==> src/rtl/rx_tlp_sender_pkg.sv <==
// Shared constants, state/command encodings and TLP header helpers for the rx TLP sender.
package rx_tlp_sender_pkg;

  localparam int BF             = 9;
  localparam int RD_AW          = BF + 1;
  localparam int DATA_W         = 64;
  localparam int MAX_PAYLOAD_QW = 16;
  localparam int HDR_RSVD_QW    = 16;
  localparam int PAGE_QW_BITS   = 18;
  localparam int OFS_W          = PAGE_QW_BITS + 1;

  localparam logic [2:0] MWR_FMT  = 3'b011;
  localparam logic [4:0] MWR_TYPE = 5'b00000;

  typedef enum logic [3:0] {
    S_IDLE       = 4'd0,
    S_WAIT_PAGE  = 4'd1,
    S_HDR0       = 4'd2,
    S_HDR1       = 4'd3,
    S_PAYLOAD    = 4'd4,
    S_ACK_DATA   = 4'd5,
    S_CLOSE_HDR0 = 4'd6,
    S_CLOSE_HDR1 = 4'd7,
    S_CLOSE_DATA = 4'd8,
    S_ACK_PAGE   = 4'd9
  } tx_state_e;

  typedef enum logic [1:0] {
    CMD_DATA  = 2'd0,
    CMD_LAST  = 2'd1,
    CMD_CLOSE = 2'd2
  } cmd_e;

  // 4DW MWr, TC/attr/TD/EP zero.
  function automatic logic [31:0] mwr_dw0(input logic [9:0] len_dw);
    return {MWR_FMT, MWR_TYPE, 14'h0000, len_dw};
  endfunction

  function automatic logic [31:0] mwr_dw1(input logic [15:0] req_id);
    return {req_id, 8'h00, 4'hF, 4'hF};
  endfunction

endpackage

==> src/rtl/rx_tlp_sender_if.sv <==
// 64-bit AXI-Stream TX port towards the PCIe endpoint core.
interface rx_tlp_sender_if;

  logic [63:0] s_axis_tx_tdata;
  logic [7:0]  s_axis_tx_tkeep;
  logic        s_axis_tx_tvalid;
  logic        s_axis_tx_tready;
  logic        s_axis_tx_tlast;

  modport master (
    output s_axis_tx_tdata, s_axis_tx_tkeep, s_axis_tx_tvalid, s_axis_tx_tlast,
    input  s_axis_tx_tready
  );

  modport slave (
    input  s_axis_tx_tdata, s_axis_tx_tkeep, s_axis_tx_tvalid, s_axis_tx_tlast,
    output s_axis_tx_tready
  );

endinterface

==> src/rtl/rx_tlp_skid_buf.sv <==
// Two-entry FIFO that absorbs the one-cycle rx buffer read latency ahead of tdata.
module rx_tlp_skid_buf
  import rx_tlp_sender_pkg::*;
(
  input  logic              clk,
  input  logic              reset,
  input  logic              push,
  input  logic [DATA_W-1:0] push_data,
  input  logic              pop,
  output logic [DATA_W-1:0] head_data,
  output logic [1:0]        count
);

  logic [DATA_W-1:0] mem_r [2];
  logic              wr_ptr_r;
  logic              rd_ptr_r;
  logic [1:0]        count_r;

  // Storage, pointers and occupancy; the caller never pushes into a full buffer.
  always_ff @(posedge clk) begin
    if (reset) begin
      mem_r[0] <= {DATA_W{1'b0}};
      mem_r[1] <= {DATA_W{1'b0}};
      wr_ptr_r <= 1'b0;
      rd_ptr_r <= 1'b0;
      count_r  <= 2'd0;
    end else begin
      if (push) begin
        mem_r[wr_ptr_r] <= push_data;
        wr_ptr_r        <= ~wr_ptr_r;
      end
      if (pop) begin
        rd_ptr_r <= ~rd_ptr_r;
      end
      count_r <= count_r + {1'b0, push} - {1'b0, pop};
    end
  end

  assign head_data = mem_r[rd_ptr_r];
  assign count     = count_r;

endmodule

==> src/rtl/rx_tlp_sender.sv <==
// Turns rx_tlp_trigger commands into posted 4DW MWr TLPs that copy rx buffer qwords into the
// current host huge page, and closes pages by writing their qword count at page offset 0.
module rx_tlp_sender
  import rx_tlp_sender_pkg::*;
(
  input  logic              clk,
  input  logic              reset,
  input  logic              trigger_tlp,
  output logic              trigger_tlp_ack,
  input  logic              send_last_tlp,
  input  logic              change_huge_page,
  output logic              change_huge_page_ack,
  input  logic [4:0]        qwords_to_send,
  output logic [RD_AW-1:0]  rd_addr,
  input  logic [63:0]       rd_data,
  input  logic [63:0]       huge_page_addr_1,
  input  logic [63:0]       huge_page_addr_2,
  input  logic              huge_page_status_1,
  input  logic              huge_page_status_2,
  output logic              huge_page_unlock_1,
  output logic              huge_page_unlock_2,
  input  logic [15:0]       cfg_completer_id,
  rx_tlp_sender_if.master   tx
);

  tx_state_e        state_r, state_n_s;
  cmd_e             cmd_r, cmd_n_s;
  logic             accept_s;
  logic [4:0]       qw_r, reads_left_r, beat_cnt_r;
  logic             page_r, inflight_r, idle_hold_r;
  logic [OFS_W-1:0] ofs_r;
  logic [RD_AW-1:0] rd_addr_r;
  logic             trigger_tlp_ack_r, change_huge_page_ack_r, unlock_1_r, unlock_2_r;
  logic [63:0]      page_base_s, data_addr_s, tdata_s, skid_head_s;
  logic [31:0]      dw1_s;
  logic             tvalid_s, tlast_s, hs_s, pop_s, issue_s, page_ok_s, last_beat_s, rd_state_s;
  logic [1:0]       skid_count_s;
  logic [2:0]       occ_s;

  assign page_base_s = page_r ? huge_page_addr_2 : huge_page_addr_1;
  assign page_ok_s   = page_r ? huge_page_status_2 : huge_page_status_1;
  assign data_addr_s = page_base_s + {42'd0, ofs_r, 3'd0};
  assign dw1_s       = mwr_dw1(cfg_completer_id);
  assign last_beat_s = (beat_cnt_r == (qw_r - 5'd1));
  assign hs_s        = tvalid_s & tx.s_axis_tx_tready;
  assign pop_s       = (state_r == S_PAYLOAD) & hs_s;

  // Reads run ahead through the headers; a read is issued only when the skid has room for it.
  assign rd_state_s  = (state_r == S_HDR0) | (state_r == S_HDR1) | (state_r == S_PAYLOAD);
  assign occ_s       = {1'b0, skid_count_s} + {2'b00, inflight_r} - {2'b00, pop_s};
  assign issue_s     = rd_state_s & (reads_left_r != 5'd0) & (occ_s < 3'd2);

  rx_tlp_skid_buf u_skid (
    .clk       (clk),
    .reset     (reset),
    .push      (inflight_r),
    .push_data (rd_data),
    .pop       (pop_s),
    .head_data (skid_head_s),
    .count     (skid_count_s)
  );

  // TX beat selection from the current state.
  always_comb begin
    tvalid_s = 1'b0;
    tlast_s  = 1'b0;
    tdata_s  = 64'd0;
    case (state_r)
      S_HDR0:       begin tvalid_s = 1'b1; tdata_s = {dw1_s, mwr_dw0({4'd0, qw_r, 1'b0})}; end
      S_HDR1:       begin tvalid_s = 1'b1; tdata_s = {data_addr_s[31:0], data_addr_s[63:32]}; end
      S_PAYLOAD: begin
        tvalid_s = (skid_count_s != 2'd0);
        tdata_s  = skid_head_s;
        tlast_s  = last_beat_s;
      end
      S_CLOSE_HDR0: begin tvalid_s = 1'b1; tdata_s = {dw1_s, mwr_dw0(10'd2)}; end
      S_CLOSE_HDR1: begin tvalid_s = 1'b1; tdata_s = {page_base_s[31:0], page_base_s[63:32]}; end
      S_CLOSE_DATA: begin
        tvalid_s = 1'b1;
        tlast_s  = 1'b1;
        tdata_s  = {45'd0, ofs_r - OFS_W'(HDR_RSVD_QW)};
      end
      default:      begin tvalid_s = 1'b0; end
    endcase
  end

  // Next-state and command acceptance.
  always_comb begin
    state_n_s = state_r;
    accept_s  = 1'b0;
    cmd_n_s   = cmd_r;
    case (state_r)
      S_IDLE: begin
        if (idle_hold_r) begin
          state_n_s = S_IDLE;
        end else if (trigger_tlp) begin
          accept_s  = 1'b1;
          cmd_n_s   = CMD_DATA;
          state_n_s = (qwords_to_send == 5'd0) ? S_ACK_DATA : S_WAIT_PAGE;
        end else if (send_last_tlp) begin
          accept_s  = 1'b1;
          cmd_n_s   = CMD_LAST;
          state_n_s = S_WAIT_PAGE;
        end else if (change_huge_page) begin
          accept_s  = 1'b1;
          cmd_n_s   = CMD_CLOSE;
          state_n_s = S_WAIT_PAGE;
        end else begin
          state_n_s = S_IDLE;
        end
      end
      S_WAIT_PAGE: begin
        if (!page_ok_s) begin
          state_n_s = S_WAIT_PAGE;
        end else if ((cmd_r == CMD_CLOSE) || (qw_r == 5'd0)) begin
          state_n_s = S_CLOSE_HDR0;
        end else begin
          state_n_s = S_HDR0;
        end
      end
      S_HDR0:       state_n_s = hs_s ? S_HDR1 : S_HDR0;
      S_HDR1:       state_n_s = hs_s ? S_PAYLOAD : S_HDR1;
      S_PAYLOAD: begin
        if (hs_s && last_beat_s) begin
          state_n_s = (cmd_r == CMD_LAST) ? S_CLOSE_HDR0 : S_ACK_DATA;
        end else begin
          state_n_s = S_PAYLOAD;
        end
      end
      S_CLOSE_HDR0: state_n_s = hs_s ? S_CLOSE_HDR1 : S_CLOSE_HDR0;
      S_CLOSE_HDR1: state_n_s = hs_s ? S_CLOSE_DATA : S_CLOSE_HDR1;
      S_CLOSE_DATA: state_n_s = hs_s ? S_ACK_PAGE : S_CLOSE_DATA;
      S_ACK_DATA:   state_n_s = S_IDLE;
      S_ACK_PAGE:   state_n_s = S_IDLE;
      default:      state_n_s = S_IDLE;
    endcase
  end

  // State, command context, page bookkeeping, read pointer and registered pulse outputs.
  always_ff @(posedge clk) begin
    if (reset) begin
      state_r                <= S_IDLE;
      cmd_r                  <= CMD_DATA;
      qw_r                   <= 5'd0;
      reads_left_r           <= 5'd0;
      beat_cnt_r             <= 5'd0;
      page_r                 <= 1'b0;
      inflight_r             <= 1'b0;
      idle_hold_r            <= 1'b0;
      ofs_r                  <= OFS_W'(HDR_RSVD_QW);
      rd_addr_r              <= {RD_AW{1'b0}};
      trigger_tlp_ack_r      <= 1'b0;
      change_huge_page_ack_r <= 1'b0;
      unlock_1_r             <= 1'b0;
      unlock_2_r             <= 1'b0;
    end else begin
      state_r     <= state_n_s;
      idle_hold_r <= (state_r == S_ACK_DATA) | (state_r == S_ACK_PAGE);
      inflight_r  <= issue_s;
      if (accept_s) begin
        cmd_r        <= cmd_n_s;
        qw_r         <= qwords_to_send;
        reads_left_r <= (cmd_n_s == CMD_CLOSE) ? 5'd0 : qwords_to_send;
      end else if (issue_s) begin
        reads_left_r <= reads_left_r - 5'd1;
      end
      if (issue_s) begin
        rd_addr_r <= rd_addr_r + {{(RD_AW-1){1'b0}}, 1'b1};
      end
      if (state_r == S_HDR0) begin
        beat_cnt_r <= 5'd0;
      end else if (pop_s) begin
        beat_cnt_r <= beat_cnt_r + 5'd1;
      end
      if (state_r == S_ACK_PAGE) begin
        page_r <= ~page_r;
        ofs_r  <= OFS_W'(HDR_RSVD_QW);
      end else if (pop_s && last_beat_s) begin
        ofs_r <= ofs_r + {14'd0, qw_r};
      end
      trigger_tlp_ack_r      <= (state_n_s == S_ACK_DATA);
      change_huge_page_ack_r <= (state_n_s == S_ACK_PAGE);
      unlock_1_r             <= (state_n_s == S_ACK_PAGE) & ~page_r;
      unlock_2_r             <= (state_n_s == S_ACK_PAGE) & page_r;
    end
  end

  assign trigger_tlp_ack      = trigger_tlp_ack_r;
  assign change_huge_page_ack = change_huge_page_ack_r;
  assign huge_page_unlock_1   = unlock_1_r;
  assign huge_page_unlock_2   = unlock_2_r;
  assign rd_addr              = rd_addr_r;

  assign tx.s_axis_tx_tdata  = tdata_s;
  assign tx.s_axis_tx_tvalid = tvalid_s;
  assign tx.s_axis_tx_tlast  = tlast_s;
  assign tx.s_axis_tx_tkeep  = tvalid_s ? 8'hFF : 8'h00;

endmodule
==> src/flat_wrapper.sv <==
// flat-port wrapper written by rule: the top's interface ports become plain ports
module rx_tlp_sender_flat import rx_tlp_sender_pkg::*;
  (clk, reset, trigger_tlp, trigger_tlp_ack, send_last_tlp, change_huge_page, change_huge_page_ack, qwords_to_send, rd_addr, rd_data, huge_page_addr_1, huge_page_addr_2, huge_page_status_1, huge_page_status_2, huge_page_unlock_1, huge_page_unlock_2, cfg_completer_id, tx_s_axis_tx_tdata, tx_s_axis_tx_tkeep, tx_s_axis_tx_tvalid, tx_s_axis_tx_tlast, tx_s_axis_tx_tready);
  rx_tlp_sender_if tx_i ();
  input  logic clk;
  input  logic reset;
  input  logic trigger_tlp;
  output logic trigger_tlp_ack;
  input  logic send_last_tlp;
  input  logic change_huge_page;
  output logic change_huge_page_ack;
  input  logic [4:0] qwords_to_send;
  output logic [RD_AW-1:0] rd_addr;
  input  logic [63:0] rd_data;
  input  logic [63:0] huge_page_addr_1;
  input  logic [63:0] huge_page_addr_2;
  input  logic huge_page_status_1;
  input  logic huge_page_status_2;
  output logic huge_page_unlock_1;
  output logic huge_page_unlock_2;
  input  logic [15:0] cfg_completer_id;
  output wire logic [$bits(tx_i.s_axis_tx_tdata)-1:0] tx_s_axis_tx_tdata;
  output wire logic [$bits(tx_i.s_axis_tx_tkeep)-1:0] tx_s_axis_tx_tkeep;
  output wire logic [$bits(tx_i.s_axis_tx_tvalid)-1:0] tx_s_axis_tx_tvalid;
  output wire logic [$bits(tx_i.s_axis_tx_tlast)-1:0] tx_s_axis_tx_tlast;
  input wire logic [$bits(tx_i.s_axis_tx_tready)-1:0] tx_s_axis_tx_tready;
  assign tx_s_axis_tx_tdata = tx_i.s_axis_tx_tdata;
  assign tx_s_axis_tx_tkeep = tx_i.s_axis_tx_tkeep;
  assign tx_s_axis_tx_tvalid = tx_i.s_axis_tx_tvalid;
  assign tx_s_axis_tx_tlast = tx_i.s_axis_tx_tlast;
  assign tx_i.s_axis_tx_tready = tx_s_axis_tx_tready;
  rx_tlp_sender u_core (.clk(clk), .reset(reset), .trigger_tlp(trigger_tlp), .trigger_tlp_ack(trigger_tlp_ack), .send_last_tlp(send_last_tlp), .change_huge_page(change_huge_page), .change_huge_page_ack(change_huge_page_ack), .qwords_to_send(qwords_to_send), .rd_addr(rd_addr), .rd_data(rd_data), .huge_page_addr_1(huge_page_addr_1), .huge_page_addr_2(huge_page_addr_2), .huge_page_status_1(huge_page_status_1), .huge_page_status_2(huge_page_status_2), .huge_page_unlock_1(huge_page_unlock_1), .huge_page_unlock_2(huge_page_unlock_2), .cfg_completer_id(cfg_completer_id), .tx(tx_i));
endmodule
==> config.mk <==
export PLATFORM = sky130hd
export DESIGN_NAME = rx_tlp_sender_flat
export DESIGN_NICKNAME = d
export VERILOG_FILES = /design/src/rtl/rx_tlp_sender_pkg.sv /design/src/rtl/rx_tlp_sender_if.sv /design/src/rtl/rx_tlp_skid_buf.sv /design/src/rtl/rx_tlp_sender.sv /design/src/flat_wrapper.sv
export SDC_FILE = /design/constraint.sdc
export NUM_CORES = 1
export LEC_CHECK = 0
export CORE_MARGIN = 4
export CORE_UTILIZATION = 38
export DETAILED_ROUTE_END_ITERATION = 10
export PLACE_DENSITY = 0.74
export SYNTH_ARGS = -nofsm -noshare
export SYNTH_HDL_FRONTEND = slang
export SYNTH_SLANG_ARGS = --single-unit
==> constraint.sdc <==
create_clock -name clk -period 6.4 [get_ports clk]
set_clock_uncertainty 0.1 [all_clocks]
set_input_delay 1.28 -clock clk [delete_from_list [all_inputs] [get_ports clk]]
set_output_delay 1.28 -clock clk [all_outputs]
set_load 0.005 [all_outputs]
Word-level counts from Yosys, hierarchy flattened
Memories as Yosys holds them, arrays and structs flattened. A register that Yosys moved wholly into a read port is not among the register bits.
Index checks and enable logic that the tools add are counted.

storage, ports and cells
  bits in latches = 0
  flip-flop bits (word level) = 61
  input port bits = 221
  word-level logic and storage cells = 114
  memories kept = 1
  ROM bits = 0
  memory bits (writable) = 128

memory list
  name                 words  width  rd ports  clocked after Yosys merged registers in  wr ports  RTL line               RTL
  u_core.u_skid.mem_r  2      64     1         1                                        2         rx_tlp_skid_buf.sv:14  logic [DATA_W-1:0] mem_r [2];

cells by class
  div/mod/pow operators = 0
  add/subtract/negate cells = 11
  multiply operators = 0
  muxes and demuxes = 44
  bitwise operators = 12
  eq/ne operators = 15
  reduce and logical (&&, ||, !) cells = 13
  order comparisons = 1
  shift-type cells = 0

operator list
  cell                                                  count
  one-hot mux 64 bit (6 select lines)                   1
  two-way mux 64 bit                                    2
  adder 64 x 22 -> 64 bit                               1
  OR reduction 64 bit                                   1
  one-hot mux 4 bit (8 select lines)                    1
  two-way mux 4 bit                                     6
  equality test 4 x 3 -> 1 bit (second input constant)  5
  adder 19 x 5 -> 19 bit                                1
  two-way mux 1 bit                                     19
  subtractor 19 x 5 -> 19 bit (second input constant)   1
  two-way mux 5 bit                                     3
  equality test 4 bit (second input constant)           3
  two-way mux 2 bit                                     6
  adder 10 x 1 -> 10 bit (second input constant)        1
  zero test 5 bit                                       2
  subtractor 5 x 1 -> 5 bit (second input constant)     2
  two-way mux 3 bit                                     3
  equality test 4 x 2 -> 1 bit (second input constant)  2
  two-way mux 8 bit                                     1
  AND 1 bit                                             6
  adder 5 x 1 -> 5 bit (second input constant)          1
  equality test 5 bit                                   1
  nonzero test 5 bit                                    1
  OR reduction 5 bit                                    1
  other kinds (16)                                      25

Logic depth before layout (Yosys ltp)
  depth in word-level cells = 10
  gate-level depth with buffers = 18

Modules after synthesis
From an unflattened synthesis, not the netlist that was laid out.

unflattened totals
  cells, all modules = 1467
  area total of the unflattened synthesis = 13750.7 sq um

by module, submodules not included
  module           times used  sequential area each (sq um)  cells each  area each (sq um)
  rx_tlp_sender    1           1141.1                        1034        7639.8
  rx_tlp_skid_buf  1           3943.8                        433         6110.9

Worst setup path before layout
OpenSTA, ideal clock, no wires.

  path kind = flip-flop to output port
  start point = reg u_core.page_r
  end point = out tx_s_axis_tx_tdata[22]
  arrival = 4811 ps
  path slack = 209 ps
  buffers on the path = 7
  stages on the path, launching flop included = 18
  data required time = 5020 ps
  cell sequence = dfxtp_1 clkbuf_1 clkbuf_1 buf_2 buf_2 buf_1 clkbuf_1 mux2_2 ha_1 clkbuf_1 nand2_1 o311ai_0 o21ai_0 o21ai_0 nor2_1 or4_1 or3_1 nand3_1

on the way
  word-level cells in the longest chain between the ends = 3

RTL lines
  item                                   RTL line              RTL
  start: declaration                     rx_tlp_sender.sv:30   logic page_r, inflight_r, idle_hold_r;
  start signal: assignment               rx_tlp_sender.sv:176  page_r <= ~page_r;
  two-way mux 64 bit *                   rx_tlp_sender.sv:40   assign page_base_s = page_r ? huge_page_addr_2 : huge_page_addr_1;
  adder 64 x 22 -> 64 bit                rx_tlp_sender.sv:42   assign data_addr_s = page_base_s + {42'd0, ofs_r, 3'd0};
  one-hot mux 64 bit (6 select lines) *  rx_tlp_sender.sv:68   case (state_r)
  end: declaration                       flat_wrapper.sv:22    output wire logic [$bits(tx_i.s_axis_tx_tdata)-1:0] tx_s_axis_tx_tdata;

Mark *: on every way between the ends. The rest lies on a longest branch, timed or not.

Worst setup path after layout
  start point = in huge_page_addr_2[17]
  end point = out tx_s_axis_tx_tdata[60]

on the way
  word-level cells in the longest chain between the ends = 3

RTL lines
  item                                 RTL line             RTL
  start: declaration                   flat_wrapper.sv:16   input logic [63:0] huge_page_addr_2;
  two-way mux 64 bit                   rx_tlp_sender.sv:40
  adder 64 x 22 -> 64 bit              rx_tlp_sender.sv:42
  one-hot mux 64 bit (6 select lines)  rx_tlp_sender.sv:68

Every way passes these cells.

==> metrics <==
Avg Inst Size Synth 9.27 um2; worst skew pair latency 0.44 ns; first-pass GRT wire length 68,000 um; maximum vdd drop 0.000153 V; final setup vio count 0; Worst Path Arrival 4.88 ns; Synth Warn # 0; Worst setup EP type output pin; most frequent cells in the layout clkdlybuf4s50_1, and2_1, edfxtp_1, nand2_1, nor2_1; sequential share of the synthesized area 0.398; register area 0.00509 mm2; Hold Vio Cnt, Final 0; R2R cell count 17; Cell variety after synth 69; DR iter-0 viols 861; Slew Limit Fails 0; fmax 0.160 GHz; largest net degree at the start of global routing 84; #FFs+latches synth 190; Die W 191 um; Critical Path RT 5.02 ns; RePlAce Congestion 0.913; crit path launch type primary input; status completed; type of the worst min-delay path flop to flop; First-pass DRT Iterations 6; io pins 309; vias 11,976; worst hold stages 2; H-tree depth 4; root buffer selected by CTS clkbuf_16; vias in the first global route 11,531; Netlist Area Pre-Place 0.0128 mm2; Util after Layout 0.520; setup_tns 0 ns; RSZ-0062 raised after global routing true; Post-synth EDFFs 128; TritonCTS buffer count 17; slew margin rel. 0.290; WHS 0.397 ns; antenna violations before repair 6; DRC viols 0; clock sink total 190; area of the die 0.0366 mm2; clock slew at reported path FFs 0.07 ns; PwrDens 196 mW/mm2; CTS Hold Bufs 0; NumNets Final 1,923; Synth top area share 0.301; clk buf depth 2; synth top area cells edfxtp_1, dfxtp_1, mux2i_1, and2_1, xnor2_1; fin crit share 0.979; Vias/cell 5.64; cell accounting for the most synthesized area edfxtp_1; CP Class primary input to output pin; R2R setup slack 0.96 ns; slew at the pin with the worst max-slew slack 1.05 ns; HPWL after DPL 34,000 um; Post-Syn Nets 1,635; initial core utilization 0.389; Pleak 6.13 nW; core outline area 0.0329 mm2; layout cells sized above 1 0.0804; total track usage 0.241; routed len/inst 21.6 um; fillers 3,034; Area growth syn-to-layout 33.7%; commonest register cell after synthesis edfxtp_1; total power 3.35 mW; Final ANT Viol Nets 0; Routed WL 46,000 um; grt total ovfl 0; final worst path period need 6.26 ns; max_cap viols 0; Die Y-Extent 191 um; Gate Count Post-Synth 1,379; TritonCTS clock tree built; critical path peak fanout 6; ys async rst share 0; footprint of the multi-input gates 0.00727 mm2; most common cell after layout, fill and taps aside clkdlybuf4s50_1; # rows 66; IO buf count 308
## final cells by class
cell class | instances | share of cell area
Timing Repair Buffer | 355 | 0.202
Antenna cell | 3 | 0.000439
Inverter | 34 | 0.00746
Sequential cell | 190 | 0.298
Tap cell | 442 | 0.0323
Multi-Input combinational cell | 1069 | 0.425
Clock buffer | 19 | 0.0253
Clock inverter | 12 | 0.00951
## routing by layer
layer  up-vias  GRT usage  routed length, um  share of wire
li1       5594          -                  -              -
met1      5758      0.307              18900           0.41
met2       517      0.401              21900           0.48
met3       101     0.0478               3210          0.070
met4         6      0.100               1960          0.043
met5         -          0                 35        0.00076
## power by group
group / total [mW] / switching (mW) / internal [mW]
clock: 1.11 / 0.494 / 0.619
sequential: 1.45 / 0.0565 / 1.40
combinational: 0.786 / 0.391 / 0.395
## worst max-delay path, stage by stage
cell	delay, ns
clkdlybuf4s50_1	0.39
mux2_2	0.30
ha_1	0.32
buf_4	0.17
a21o_1	0.20
or3_1	0.31
o21ai_1	0.19
o21ai_0	0.12
buf_4	0.17
nor2_1	0.12
buf_4	0.19
nor3_1	0.08
xor2_1	0.20
o21ai_0	0.26
clkdlybuf4s50_1	0.56
## sequential cells by signal, indices dropped and copies added, names as in the netlist, named ones only
register / cells
u_core.inflight_r: 1
u_core.u_skid.rd_ptr_r: 1
u_core.reads_left_r: 5
u_core.page_r: 1
u_core.idle_hold_r: 1
u_core.trigger_tlp_ack: 1
u_core.change_huge_page_ack: 1
u_core.u_skid.count: 2
u_core.u_skid.wr_ptr_r: 1
u_core.qw_r: 5
u_core.huge_page_unlock_1: 1
u_core.u_skid.mem_r: 128
u_core.rd_addr: 10
u_core.ofs_r: 19
u_core.beat_cnt_r: 5
u_core.huge_page_unlock_2: 1
u_core.cmd_r: 2
u_core.state_r: 4
## worst paths after layout
kind | startpoint | endpoint
worst min-delay path | u_core.rd_addr[9]$_SDFFE_PP0P_ | u_core.rd_addr[9]$_SDFFE_PP0P_
worst min register to register | u_core.rd_addr[9]$_SDFFE_PP0P_ | u_core.rd_addr[9]$_SDFFE_PP0P_
worst max-delay path | huge_page_addr_2[17] | tx_s_axis_tx_tdata[60]
worst max register to register | u_core.state_r[2]$_SDFF_PP0_ | u_core.rd_addr[7]$_SDFFE_PP0P_
## metrics by stage
stage | setup WS, ns | std cells | instance area [um2]
6_report | 0.137 | 2124 | 17100
4_1_cts | 0.00101 | 2121 | 17100
3_3_place_gp | 0.0488 | 2090 | 16500
3_5_place_dp | 0.0237 | 2090 | 16500
5_1_grt | -0.00352 | 2124 | 17100
2_1_floorplan | 0.209 | 1379 | 12800
## synthesized netlist by cell type, types with 19 or more instances
library cell / count
mux2i_1: 92
dfxtp_1: 62
a21oi_1: 79
nand2_1: 100
and2_1: 134
inv_1: 34
ha_1: 32
o21ai_0: 74
nor2_1: 97
xor2_1: 44
xnor2_1: 53
clkbuf_1: 63
nor3_1: 27
nand3_1: 41
nor2b_1: 19
mux2_2: 31
edfxtp_1: 128
o22ai_1: 34
## what timing repair did
action                     in CTS  in global routing
buffers inserted                0                  0
gates resized for setup         2                 12
setup endpoints to repair       2                 32
pin swaps                       0                  3
## cells by family (layout without fill, tap and decap cells)
| kind of cell | Yosys count | in the layout | share of synthesized area |
|---|---|---|---|
| xor gates and xnor gates | 97 | 97 | 0.0665 |
| DFF | 190 | 190 | 0.398 |
| other | 0 | 3 | 0 |
| muxes | 123 | 123 | 0.0993 |
| adders and majority gates | 35 | 35 | 0.0360 |
| and+or+nand+nor | 519 | 519 | 0.215 |
| buffers and inverters | 120 | 420 | 0.0392 |
| AOI/OAI and AO/OA | 295 | 295 | 0.146 |
No activity file was read; power rests on OpenSTA's default activity.
